[src/rtl/mc_seq_pkg.sv]
// Shared types and opcode constants for the RV32I multi-cycle sequencer.
package mc_seq_pkg;

  typedef enum logic [2:0] {
    S_IF   = 3'd0,
    S_ID   = 3'd1,
    S_EX   = 3'd2,
    S_MEM  = 3'd3,
    S_WB   = 3'd4,
    S_HALT = 3'd5
  } seq_state_t;

  localparam logic [6:0] OP_R      = 7'b0110011;
  localparam logic [6:0] OP_IALU   = 7'b0010011;
  localparam logic [6:0] OP_LOAD   = 7'b0000011;
  localparam logic [6:0] OP_STORE  = 7'b0100011;
  localparam logic [6:0] OP_BRANCH = 7'b1100011;
  localparam logic [6:0] OP_JAL    = 7'b1101111;
  localparam logic [6:0] OP_JALR   = 7'b1100111;
  localparam logic [6:0] OP_LUI    = 7'b0110111;
  localparam logic [6:0] OP_AUIPC  = 7'b0010111;

endpackage

[src/rtl/mc_opclass_dec.sv]
// Combinational opcode classifier: legality, memory access and rd-write class.
module mc_opclass_dec
  import mc_seq_pkg::*;
(
  input  logic [6:0] i_opcode,
  output logic       o_legal,
  output logic       o_is_mem,
  output logic       o_is_store,
  output logic       o_writes_rd
);

  // NOTE: every output gets a default before the case so no path infers a latch.
  always_comb begin
    o_legal     = 1'b0;
    o_is_mem    = 1'b0;
    o_is_store  = 1'b0;
    o_writes_rd = 1'b0;
    case (i_opcode)
      OP_R, OP_IALU, OP_LUI, OP_AUIPC, OP_JAL, OP_JALR: begin
        o_legal     = 1'b1;
        o_writes_rd = 1'b1;
      end
      OP_LOAD: begin
        o_legal     = 1'b1;
        o_is_mem    = 1'b1;
        o_writes_rd = 1'b1;
      end
      OP_STORE: begin
        o_legal    = 1'b1;
        o_is_mem   = 1'b1;
        o_is_store = 1'b1;
      end
      OP_BRANCH: o_legal = 1'b1;
      default: ;
    endcase
  end

endmodule

[src/rtl/mc_seq_ctrl.sv]
// Instruction-phase FSM owning all architectural write strobes, with
// halt / single-step / illegal-trap debug control and retire/cycle counters.
module mc_seq_ctrl
  import mc_seq_pkg::*;
#(
  parameter int CNT_W = 32
) (
  input  logic             clk,
  input  logic             rst,
  input  logic [6:0]       opcode,
  input  logic             halt_req,
  input  logic             step,
  output logic             ir_we,
  output logic             mem_we,
  output logic             rf_we,
  output logic             pc_we,
  output logic [2:0]       state,
  output logic             halted,
  output logic             illegal,
  output logic [CNT_W-1:0] instret,
  output logic [CNT_W-1:0] cycles
);

  seq_state_t       r_state;
  seq_state_t       w_next_state;
  logic             r_step_pend;
  logic             r_illegal;
  logic [CNT_W-1:0] r_instret;
  logic [CNT_W-1:0] r_cycles;

  logic w_legal;
  logic w_is_mem;
  logic w_is_store;
  logic w_writes_rd;

  mc_opclass_dec u_dec (
    .i_opcode    (opcode),
    .o_legal     (w_legal),
    .o_is_mem    (w_is_mem),
    .o_is_store  (w_is_store),
    .o_writes_rd (w_writes_rd)
  );

  always_comb begin
    w_next_state = r_state;
    ir_we        = 1'b0;
    mem_we       = 1'b0;
    rf_we        = 1'b0;
    pc_we        = 1'b0;
    case (r_state)
      S_IF: begin
        ir_we        = 1'b1;
        w_next_state = S_ID;
      end
      S_ID:  w_next_state = w_legal ? S_EX : S_HALT;
      S_EX:  w_next_state = w_is_mem ? S_MEM : S_WB;
      S_MEM: begin
        mem_we       = w_is_store;
        w_next_state = S_WB;
      end
      S_WB: begin
        pc_we        = 1'b1;
        rf_we        = w_writes_rd;
        w_next_state = (halt_req || r_step_pend) ? S_HALT : S_IF;
      end
      S_HALT: begin
        // A trapped core is frozen until reset; otherwise step beats a held halt.
        if (!r_illegal && (step || !halt_req)) w_next_state = S_IF;
      end
      default: w_next_state = S_IF;
    endcase
  end

  // NOTE: sequential state uses non-blocking assignments so every register
  // samples pre-edge values regardless of statement order.
  always_ff @(posedge clk) begin
    if (rst) begin
      r_state     <= S_IF;
      r_step_pend <= 1'b0;
      r_illegal   <= 1'b0;
      r_instret   <= '0;
      r_cycles    <= '0;
    end else begin
      r_state <= w_next_state;
      if (r_state == S_ID && !w_legal) r_illegal <= 1'b1;
      if (r_state == S_HALT && !r_illegal && step) r_step_pend <= 1'b1;
      else if (r_state == S_WB && w_next_state == S_HALT) r_step_pend <= 1'b0;
      if (r_state == S_WB) r_instret <= r_instret + CNT_W'(1);
      if (r_state != S_HALT) r_cycles <= r_cycles + CNT_W'(1);
    end
  end

  assign state   = r_state;
  assign halted  = (r_state == S_HALT);
  assign illegal = r_illegal;
  assign instret = r_instret;
  assign cycles  = r_cycles;

endmodule

[config.mk]
export PLATFORM = sky130hd
export DESIGN_NAME = mc_seq_ctrl
export DESIGN_NICKNAME = d
export VERILOG_FILES = /design/src/rtl/mc_seq_pkg.sv /design/src/rtl/mc_opclass_dec.sv /design/src/rtl/mc_seq_ctrl.sv
export SDC_FILE = /design/constraint.sdc
export NUM_CORES = 1
export LEC_CHECK = 0
export CORE_UTILIZATION = 35
export CTS_CLUSTER_SIZE = 20
export DETAILED_ROUTE_END_ITERATION = 12
export DONT_BUFFER_PORTS = 1
export PLACE_DENSITY = 0.55
export SLEW_MARGIN = 30
export SYNTH_ARGS = -nofsm -noshare
export SYNTH_HDL_FRONTEND = slang
export SYNTH_SLANG_ARGS = --single-unit
[constraint.sdc]
create_clock -name clk -period 2.8 [get_ports clk]
set_input_delay 0.7 -clock clk [delete_from_list [all_inputs] [get_ports clk]]
set_output_delay 0.7 -clock clk [all_outputs]
set_load 0.02 [all_outputs]
==> results of run 1 <==
## registers in the layout, summed over array words and instances (netlist names)
signal       count
instret         32
cycles          32
r_step_pend      1
state            3
illegal          1
## power groups by stage
stage / clock network [mW] / logic (mW) / registers [mW]
final: 0.917 / 0.122 / 1.04
after global routing: 0.992 / 0.135 / 1.04
after floorplan: 0 / 0.102 / 1.06
after CTS: 0.951 / 0.123 / 1.04
after detailed placement: 0 / 0.123 / 1.06
after global placement: 0 / 0.123 / 1.06
## cells in the final DEF (no fill, tap or decap), types with 12 or more instances in the layout
cell and n:
a21oi_1 35, buf_4 20, dfxtp_1 69, inv_1 12, nand2_1 27, nand3_1 28, nor2_1 41, nor4_1 13
o31ai_1 23, or4_1 27
## how the worst min path moves through the flow
stage                startpoint          end  slack, ns  cells past startpoint
CTS                         rst   cycles[22]       0.40                      1
detailed placement  r_step_pend  r_step_pend       0.49                      2
global route                rst   cycles[22]       0.40                      1
floorplan           r_step_pend  r_step_pend       0.46                      2
global placement    r_step_pend  r_step_pend       0.47                      2
finish                      rst   cycles[22]       0.42                      1
## logic make-up (layout without fill, tap and decap cells)
| group | count (synthesis) | after routing |
|---|---|---|
| AOI/OAI and AO/OA | 78 | 78 |
| xor gates and xnor gates | 21 | 21 |
| adders and majority gates | 2 | 2 |
| buffers and inverters | 35 | 49 |
| DFF | 69 | 69 |
| muxes | 10 | 10 |
| and+or+nand+nor | 200 | 200 |
## final cells by class
class                           count  area share [%]
Timing Repair Buffer               20            3.80
Tap cell                          133            4.22
Clock buffer                       10            3.49
Multi-Input combinational cell    311            50.1
Clock inverter                      6            2.19
Inverter                           13            1.24
Sequential cell                    69            35.0
## critical path: stages
cell,delay [ns]
nor2_1,0.10
or4b_2,0.61
or2_2,0.31
nor2_1,0.11
buf_4,0.15
## stage by stage
stage,worst slack [ns],area (sq um)
after global placement,0.150,3720
after detailed placement,0.113,3720
after CTS,0.103,3950
after global routing,0.0492,3950
after floorplan,0.0782,3520
final,0.116,3950
## layer usage
layer | part of all wire (%) | track usage (%) | wire length [um]
met5 | 0 | 0 | 0
met4 | 1.4 | 6.26 | 120
met3 | 7.4 | 5.34 | 645
met2 | 45 | 25.9 | 3960
met1 | 46 | 21.1 | 4040
## Yosys cell counts, drive strengths merged (10+ instances only)
library cell	n	area, sq um
nand3	29	150
clkbuf	12	45.0
nor2	41	154
xnor2	11	96.3
o31ai	23	173
xor2	10	87.6
nand2	27	101
buf	10	71.3
mux2	10	113
nand4	11	75.1
dfxtp	69	1380
or4	28	214
nor2b	11	68.8
inv	13	48.8
a21oi	35	175
nor4	14	93.8
==> impl_metrics.csv, run 1 <==
group,metric,value,unit
sta,fin_skew,0.0148,ns
cts,cts_sinks,69,
sta,slew_viol_final,0,
routing,drc_errors,0,
min_path,hold_class,"input pin to register",
placement,dp.cells,546,
yosys,syn-num-nets,428,
critical_path,r2r_setup_slack,0.29,ns
cts,tritoncts,"yes",
yosys,ys_warn_count,0,
pwr,ir_worst_vdd,0.274,mV
critical_path,worstPathMaxFanout,3,
sta,worst_pin_slew,0.761,ns
sta,relSlewSlack,49.2,%
critical_path,required,2.10,ns
placement,numPortBuffers,0,
floorplan,die_w,102,um
cts,cts-root-buf,"clkbuf_8",
global_route,grt_pass1_vias,2746,
run_status,outcome,"finished, final reports clean",
yosys,synth_seq_area_share,39.2,%
pwr,p_per_area,526,mW/mm^2
sta,hold_slack,0.417,ns
cts,ctsHoldBuffers,0,
final_layout,fill_cells,1008,
final_layout,multiInputGateArea,0.00198,sq mm
routing,drt-wirelength-per-cell,15.6,um
yosys,synth_fa_ha_area_share,0.710,%
routing,ant_nets,0,
pwr,p_switching,0.508,mW
sta,setup_tns,0,ns
cts,htree_levels,3,
cts,ctsResizeCount,0,
final_layout,syn2layout_area_growth,12.0,%
critical_path,reg2reg_from,"instret[12]",
yosys,synth_xor_area_share,5.22,%
yosys,synth_edf_count,0,
critical_path,arrival,1.98,ns
pwr,power_frac_comb,5.9,%
global_route,grt.total_usage,16.5,%
cts,clkLatencyLatePin,0.35,ns
pwr,p_seq_share,50.0,%
cts,cts_buffer_depth,2,
final_layout,num_antenna_cells,0,
pwr,p_clk_share,44.1,%
pwr,p_total,2.08,mW
critical_path,worstSetupPathType,"input pin to output pin",
critical_path,worstSetupStartpoint,"opcode[3]",
yosys,synth_cell_types,51,
floorplan,die_h,102,um
yosys,synth_top_family_by_area,"simple AND/OR/NAND/NOR gates",
floorplan,initial_core_util,36.0,%
routing,drt_iter0_drc,107,
final_layout,final_core_util,40.4,%
final_layout,finalNonFillerCells,562,
global_route,grt_max_degree,80,
placement,place.gp.congestion,0.733,
pwr,p_leak,1.21,nW
sta,hold_violations,0,
final_layout,final_nets,437,
sta,period_share,95.9,%
cts,clkTransAtPathRegs,0.08,ns
yosys,synthMuxAreaShare,3.20,%
floorplan,rows,36,
critical_path,reg2regPathDepth,4,
critical_path,endpoint,"mem_we",
yosys,avgSynthCellArea,8.49,sq um
critical_path,r2r-end,"instret[30]",
routing,vias,3151,
sta,setup_violations,0,
job,drv_cap,0,
pwr,netSwitchingFraction,24.5,%
critical_path,worst_setup_path_end_kind,"output pin",
floorplan,dieArea,0.0105,sq mm
sta,post-route-min-period,2.68,ns
placement,dp.final_hpwl,6010,um
yosys,synth_compound_area_share,14.1,%
sta,rsz0062_at_grt,"false",
yosys,netlist_instances,415,
cts,cts-buffers-inserted,9,
yosys,synthSimpleGateAreaFrac,32.9,%
final_layout,seqCellArea,0.00138,sq mm
floorplan,core_area,0.00977,sq mm
global_route,overflow,0,
routing,vias_per_cell,5.61,
pwr,internal-power,1.57,mW
floorplan,ioPinCount,84,
cts,post_cts_buffers,0,
sta,fmax,373,MHz
yosys,ys_ff_latch,69,
critical_path,cp-start-kind,"input pin",
global_route,antenna_found_initial,0,
routing,drt-pass1-iter-count,4,
yosys,synthFlopType,"dfxtp_1",
routing,wl,8770,um
final_layout,drive_above_1_share,12.6,%
yosys,synth_area,0.00352,sq mm
yosys,async_flop_share,0,%
global_route,grt_pass1_wl,13700,um
Note: power is estimated with default switching activity, not from simulation.
==> inputs of run 2 (changes only) <==
--- a/config.mk
+++ b/config.mk
@@ -10,6 +10,7 @@
 export DETAILED_ROUTE_END_ITERATION = 12
 export DONT_BUFFER_PORTS = 1
 export PLACE_DENSITY = 0.55
+export REMOVE_ABC_BUFFERS = 1
 export SLEW_MARGIN = 30
 export SYNTH_ARGS = -nofsm -noshare
 export SYNTH_HDL_FRONTEND = slang
==> run 2 against run 1 <==
Against the previous run: flip-flop and latch count did not move; register-to-register slack barely moved; core utilization fell by 0.37 points; clock skew fell by 0.0062 ns; hold slack improved by 0.015 ns; sequential share of layout area rose by 0.32 points; fmax fell by 1.5%; die area did not move; non-clock buffer count rose by 3; worst setup slack got worse by 0.040 ns.
==> impl_metrics.csv, run 2 (same netlist as run 1, synthesis figures left out) <==
group,metric,value,unit
critical_path,reg2regPathDepth,4,
global_route,antenna_found_initial,0,
sta,hold_slack,0.432,ns
sta,hold_violations,0,
job,drv_cap,0,
critical_path,cp_common_cell,"nor2_1",
floorplan,ioPinCount,84,
floorplan,core_area,0.00977,sq mm
placement,dp.final_hpwl,6020,um
global_route,grt_max_degree,80,
sta,setup_tns,0,ns
critical_path,worstSetupPathType,"input pin to output pin",
placement,place.gp.congestion,0.807,
critical_path,crit_slowest_cell,"or4b_2",
critical_path,reg2reg_from,"instret[12]",
global_route,grt-busiest-layer,"met2",
placement,numPortBuffers,0,
cts,post_cts_buffers,0,
final_layout,num_antenna_cells,0,
global_route,grt.total_usage,16.9,%
cts,cts-root-buf,"clkbuf_8",
critical_path,crit_family,"simple AND/OR/NAND/NOR gates",
pwr,ir_worst_vdd,0.232,mV
min_path,hold_end,"cycles[23]",
cts,ctsHoldBuffers,0,
sta,worst_pin_slew,0.709,ns
cts,tritoncts,"yes",
floorplan,dieArea,0.0105,sq mm
sta,fin_skew,0.00862,ns
cts,ctsResizeCount,0,
final_layout,mostFrequentLayoutCell,"dfxtp_1",
critical_path,worstSetupStartpoint,"opcode[3]",
critical_path,r2r_setup_slack,0.28,ns
routing,drt-wirelength-per-cell,15.4,um
final_layout,final_cell_mix,"dfxtp_1, nor2_1, a21oi_1, nand3_1",
floorplan,initial_core_util,36.0,%
critical_path,crit_chain,"nor2_1, or4b_2, or2_2, nor2_1, buf_4",
routing,wl,8690,um
critical_path,slowest_delay,0.62,ns
min_path,holdCritStartpoint,"rst",
floorplan,rows,36,
cts,clkTransAtPathRegs,0.07,ns
sta,rsz0062_at_grt,"false",
critical_path,r2r-end,"instret[30]",
placement,place_area,0.00375,sq mm
sta,relSlewSlack,52.3,%
routing,drt_iter0_drc,127,
critical_path,cp-start-kind,"input pin",
global_route,grt_pass1_vias,2865,
global_route,use_met2,26.7,%
routing,vias,3174,
floorplan,die_h,102,um
run_status,outcome,"finished, final reports clean",
sta,fmax,367,MHz
routing,drc_errors,0,
cts,cts_sinks,69,
floorplan,die_w,102,um
cts,clkLatencyLatePin,0.34,ns
pwr,p_leak,1.20,nW
routing,vias_per_cell,5.64,
critical_path,worst_setup_path_end_kind,"output pin",
final_layout,finalNonFillerCells,563,
routing,ant_nets,0,
final_layout,fill_cells,1015,
routing,drt-pass1-iter-count,4,
final_layout,syn2layout_area_growth,11.0,%
placement,dp.cells,549,
final_layout,drive_above_1_share,12.6,%
global_route,grt_pass1_wl,13900,um
global_route,gr-usage-met1,21.4,%
global_route,overflow,0,
critical_path,arrival,2.02,ns
final_layout,postLayoutCellArea,0.00391,sq mm
cts,cts-buffers-inserted,9,
critical_path,required,2.10,ns
sta,setup_violations,0,
sta,post-route-min-period,2.72,ns
critical_path,cp_num_buf_inv,1,
global_route,met3_usage,4.99,%
sta,slew_viol_final,0,
cts,cts_buffer_depth,2,
sta,period_share,97.3,%
cts,htree_levels,3,
min_path,hold_class,"input pin to register",
critical_path,worstPathMaxFanout,3,
pwr,p_per_area,479,mW/mm^2
final_layout,final_nets,440,
min_path,hold_depth,1,
## run 2: changes by cell type in the layout (fill, tap and decap cells not counted)
cell / previous run / this run
clkbuf_1: 0 / 1
clkinv_4: 1 / 0
clkinvlp_4: 1 / 0
clkbuf_8: 10 / 11
bufinv_16: 2 / 0
buf_4: 20 / 23
## run 2: how the worst max path moves through the flow
stage               endpoint  slack (ns)  cells after the start
floorplan             mem_we        0.08                      4
detailed placement    mem_we        0.10                      5
CTS                   mem_we        0.08                      5
global route          mem_we       0.004                      5
global placement      mem_we        0.14                      5
finish                mem_we        0.08                      5
## run 2: metal layers
metal / vias to the layer above / wire [um]
li1: 1582 / -
met1: 1490 / 3950
met2: 87 / 4070
met3: 15 / 507
met4: 0 / 166
met5: - / 0
## run 2: worst register-to-register path: stages, from the launching register on
cell and delay (ns):
dfxtp_1 0.53, nand4_1 0.22, or4_1 0.84, nor4b_1 0.46, mux2_2 0.37
## run 2: area by class of cell
type | instances | area, sq um | share of cell area, %
timing repair buffer | 23 | 173 | 4.41
tap | 133 | 166 | 4.25
clock buffer | 12 | 155 | 3.97
multi-input combinational | 311 | 1980 | 50.5
inverter | 13 | 48.8 | 1.25
clock inverter | 2 | 10.0 | 0.256
sequential | 69 | 1380 | 35.3
## run 2: power breakdown
group	internal, mW	switching (mW)	leakage (nW)	total [mW]
sequential	1.00	0.0401	0.557	1.04
combinational	0.0454	0.0758	0.557	0.121
clock	0.358	0.354	0.0881	0.712
## run 2: per-stage QoR
step	util (%)	power (mW)	setup slack [ns]
final	40.0	1.87	0.0756
after global routing	40.0	1.98	0.00395
after CTS	40.0	1.91	0.0843
after detailed placement	38.3	1.18	0.100
after global placement	38.3	1.18	0.143
after floorplan	-	1.15	0.0782
==> inputs of run 3 (changes only) <==
--- a/config.mk
+++ b/config.mk
@@ -5,11 +5,12 @@
 export SDC_FILE = /design/constraint.sdc
 export NUM_CORES = 1
 export LEC_CHECK = 0
-export CORE_UTILIZATION = 35
+export CORE_MARGIN = 2
+export CORE_UTILIZATION = 45
 export CTS_CLUSTER_SIZE = 20
 export DETAILED_ROUTE_END_ITERATION = 12
 export DONT_BUFFER_PORTS = 1
-export PLACE_DENSITY = 0.55
+export PLACE_DENSITY = 0.66
 export REMOVE_ABC_BUFFERS = 1
 export SLEW_MARGIN = 30
 export SYNTH_ARGS = -nofsm -noshare
==> run 3 against run 2 <==
Against the previous run: sequential share of layout area up 0.15 points; register-to-register slack better by 0.10 ns; hold slack better by 0.016 ns; cell area decreased by 0.42%; count of clock-buffer cells in the layout unchanged; clock skew fell by 0.0035 ns; clock power grew 20%; via count decreased by 0.66%; wire length shrank 4.4%; fmax increased by 1.1%; worst setup slack better by 0.029 ns; sequential power barely moved.
==> impl_metrics.csv, run 3 (same netlist as run 1, synthesis figures left out) <==
group,metric,value,unit
run_status,outcome,"finished, final reports clean",
routing,vias_per_cell,5.94,
pwr,power_frac_comb,5.8,%
cts,tritoncts,"yes",
global_route,antenna_found_initial,0,
cts,htree_levels,3,
sta,rsz0062_at_grt,"false",
pwr,internal-power,1.52,mW
routing,ant_nets,0,
final_layout,final_cell_mix,"dfxtp_1, nor2_1, a21oi_1, nand3_1",
pwr,p_per_area,517,mW/mm^2
global_route,grt_pass1_vias,2901,
cts,post_cts_buffers,0,
min_path,hold_class,"input pin to register",
global_route,overflow,0,
floorplan,ioPinCount,84,
sta,fmax,371,MHz
pwr,p_leak,1.21,nW
critical_path,required,2.10,ns
floorplan,rows,32,
routing,drt-pass1-iter-count,4,
cts,clkLatencyLatePin,0.33,ns
pwr,p_seq_share,51.8,%
pwr,p_clk_share,42.4,%
global_route,grt.total_usage,19.8,%
pwr,netSwitchingFraction,24.3,%
floorplan,die_w,92.5,um
sta,period_share,96.3,%
sta,post-route-min-period,2.70,ns
routing,wl,8310,um
final_layout,num_antenna_cells,0,
critical_path,worstPathMaxFanout,3,
sta,worst_pin_slew,0.718,ns
cts,ctsHoldBuffers,0,
placement,numPortBuffers,0,
critical_path,worst_setup_path_end_kind,"output pin",
pwr,ir_worst_vdd,0.253,mV
critical_path,cp-start-kind,"input pin",
final_layout,final_nets,437,
sta,setup_tns,0,ns
routing,vias,3153,
critical_path,arrival,2.00,ns
placement,place.gp.congestion,0.818,
placement,dp.final_hpwl,5680,um
floorplan,die_h,92.5,um
global_route,grt_max_degree,80,
critical_path,r2r_setup_slack,0.38,ns
global_route,grt_pass1_wl,13800,um
cts,cts-root-buf,"clkbuf_8",
sta,slew_viol_final,0,
routing,drt-wirelength-per-cell,15.6,um
floorplan,core_area,0.00765,sq mm
floorplan,dieArea,0.00855,sq mm
cts,ctsResizeCount,0,
cts,clkTransAtPathRegs,0.07,ns
sta,worst_slack,0.105,ns
final_layout,fill_cells,743,
job,drv_cap,0,
critical_path,worstSetupPathType,"input pin to output pin",
pwr,p_switching,0.489,mW
final_layout,drive_above_1_share,12.6,%
final_layout,syn2layout_area_growth,10.5,%
routing,drc_errors,0,
sta,fin_skew,0.00509,ns
routing,drt_iter0_drc,139,
cts,cts_buffer_depth,2,
cts,cts_sinks,69,
sta,relSlewSlack,52.1,%
floorplan,initial_core_util,46.1,%
placement,dp_worst_setup_slack,0.106,ns
final_layout,mostFrequentLayoutCell,"dfxtp_1",
sta,hold_violations,0,
cts,cts-buffers-inserted,9,
sta,setup_violations,0,
-- run 3: changes by cell type in the layout (fill, tap and decap cells not counted) --
cell       delta
buf_4         -3
bufinv_16     +1
clkbuf_1      -1
clkbuf_8      +1
clkinv_2      +1
-- run 3: cell type report --
cell class	count	area, sq um	area share [%]
multi-input combinational	311	1980	50.8
sequential	69	1380	35.5
clock buffer	12	165	4.24
timing repair buffer	20	150	3.85
tap	102	128	3.28
inverter	13	48.8	1.25
clock inverter	4	45.0	1.16
-- run 3: worst paths after layout --
kind,start,endpoint,cells past startpoint
min reg2reg,r_step_pend,r_step_pend,2
max reg2reg,instret[12],instret[30],4
max,opcode[3],mem_we,5
min,rst,instret[24],1
-- run 3: worst max-delay path: stages --
cell and delay [ns]:
nor2_1 0.11, or4b_2 0.62, or2_2 0.31, nor2_1 0.11, buf_4 0.15
-- run 3: layer usage --
| metal | wire (um) | vias to the layer above | share of wire (%) | global-route usage (%) |
|---|---|---|---|---|
| met1 | 3870 | 1487 | 47 | 25.8 |
| met3 | 502 | 6 | 6.0 | 5.94 |
| met2 | 3840 | 80 | 46 | 30.6 |
| li1 | - | 1580 | - | - |
| met4 | 91 | 0 | 1.1 | 8.08 |
| met5 | 0 | - | 0 | 0 |
-- run 3: power groups by stage --
stage               Combinational (mW)  Sequential (mW)  Clock [mW]
floorplan                       0.0753             1.07           0
detailed placement               0.117             1.07           0
CTS                              0.117             1.04       0.878
finish                           0.116             1.04       0.854
global route                     0.128             1.05       0.916
global placement                 0.115             1.07           0
-- run 3: per-stage QoR --
stage / utilization [%] / std cells / area (sq um) / hold slack [ns] / total power [mW]
finish: 50.9 / 531 / 3890 / 0.448 / 2.01
global placement: 48.2 / 515 / 3680 / 0.477 / 1.18
global route: 50.9 / 531 / 3890 / 0.409 / 2.09
CTS: 50.9 / 531 / 3890 / 0.410 / 2.04
floorplan: - / 393 / 3410 / 0.455 / 1.15
detailed placement: 48.2 / 515 / 3680 / 0.487 / 1.18
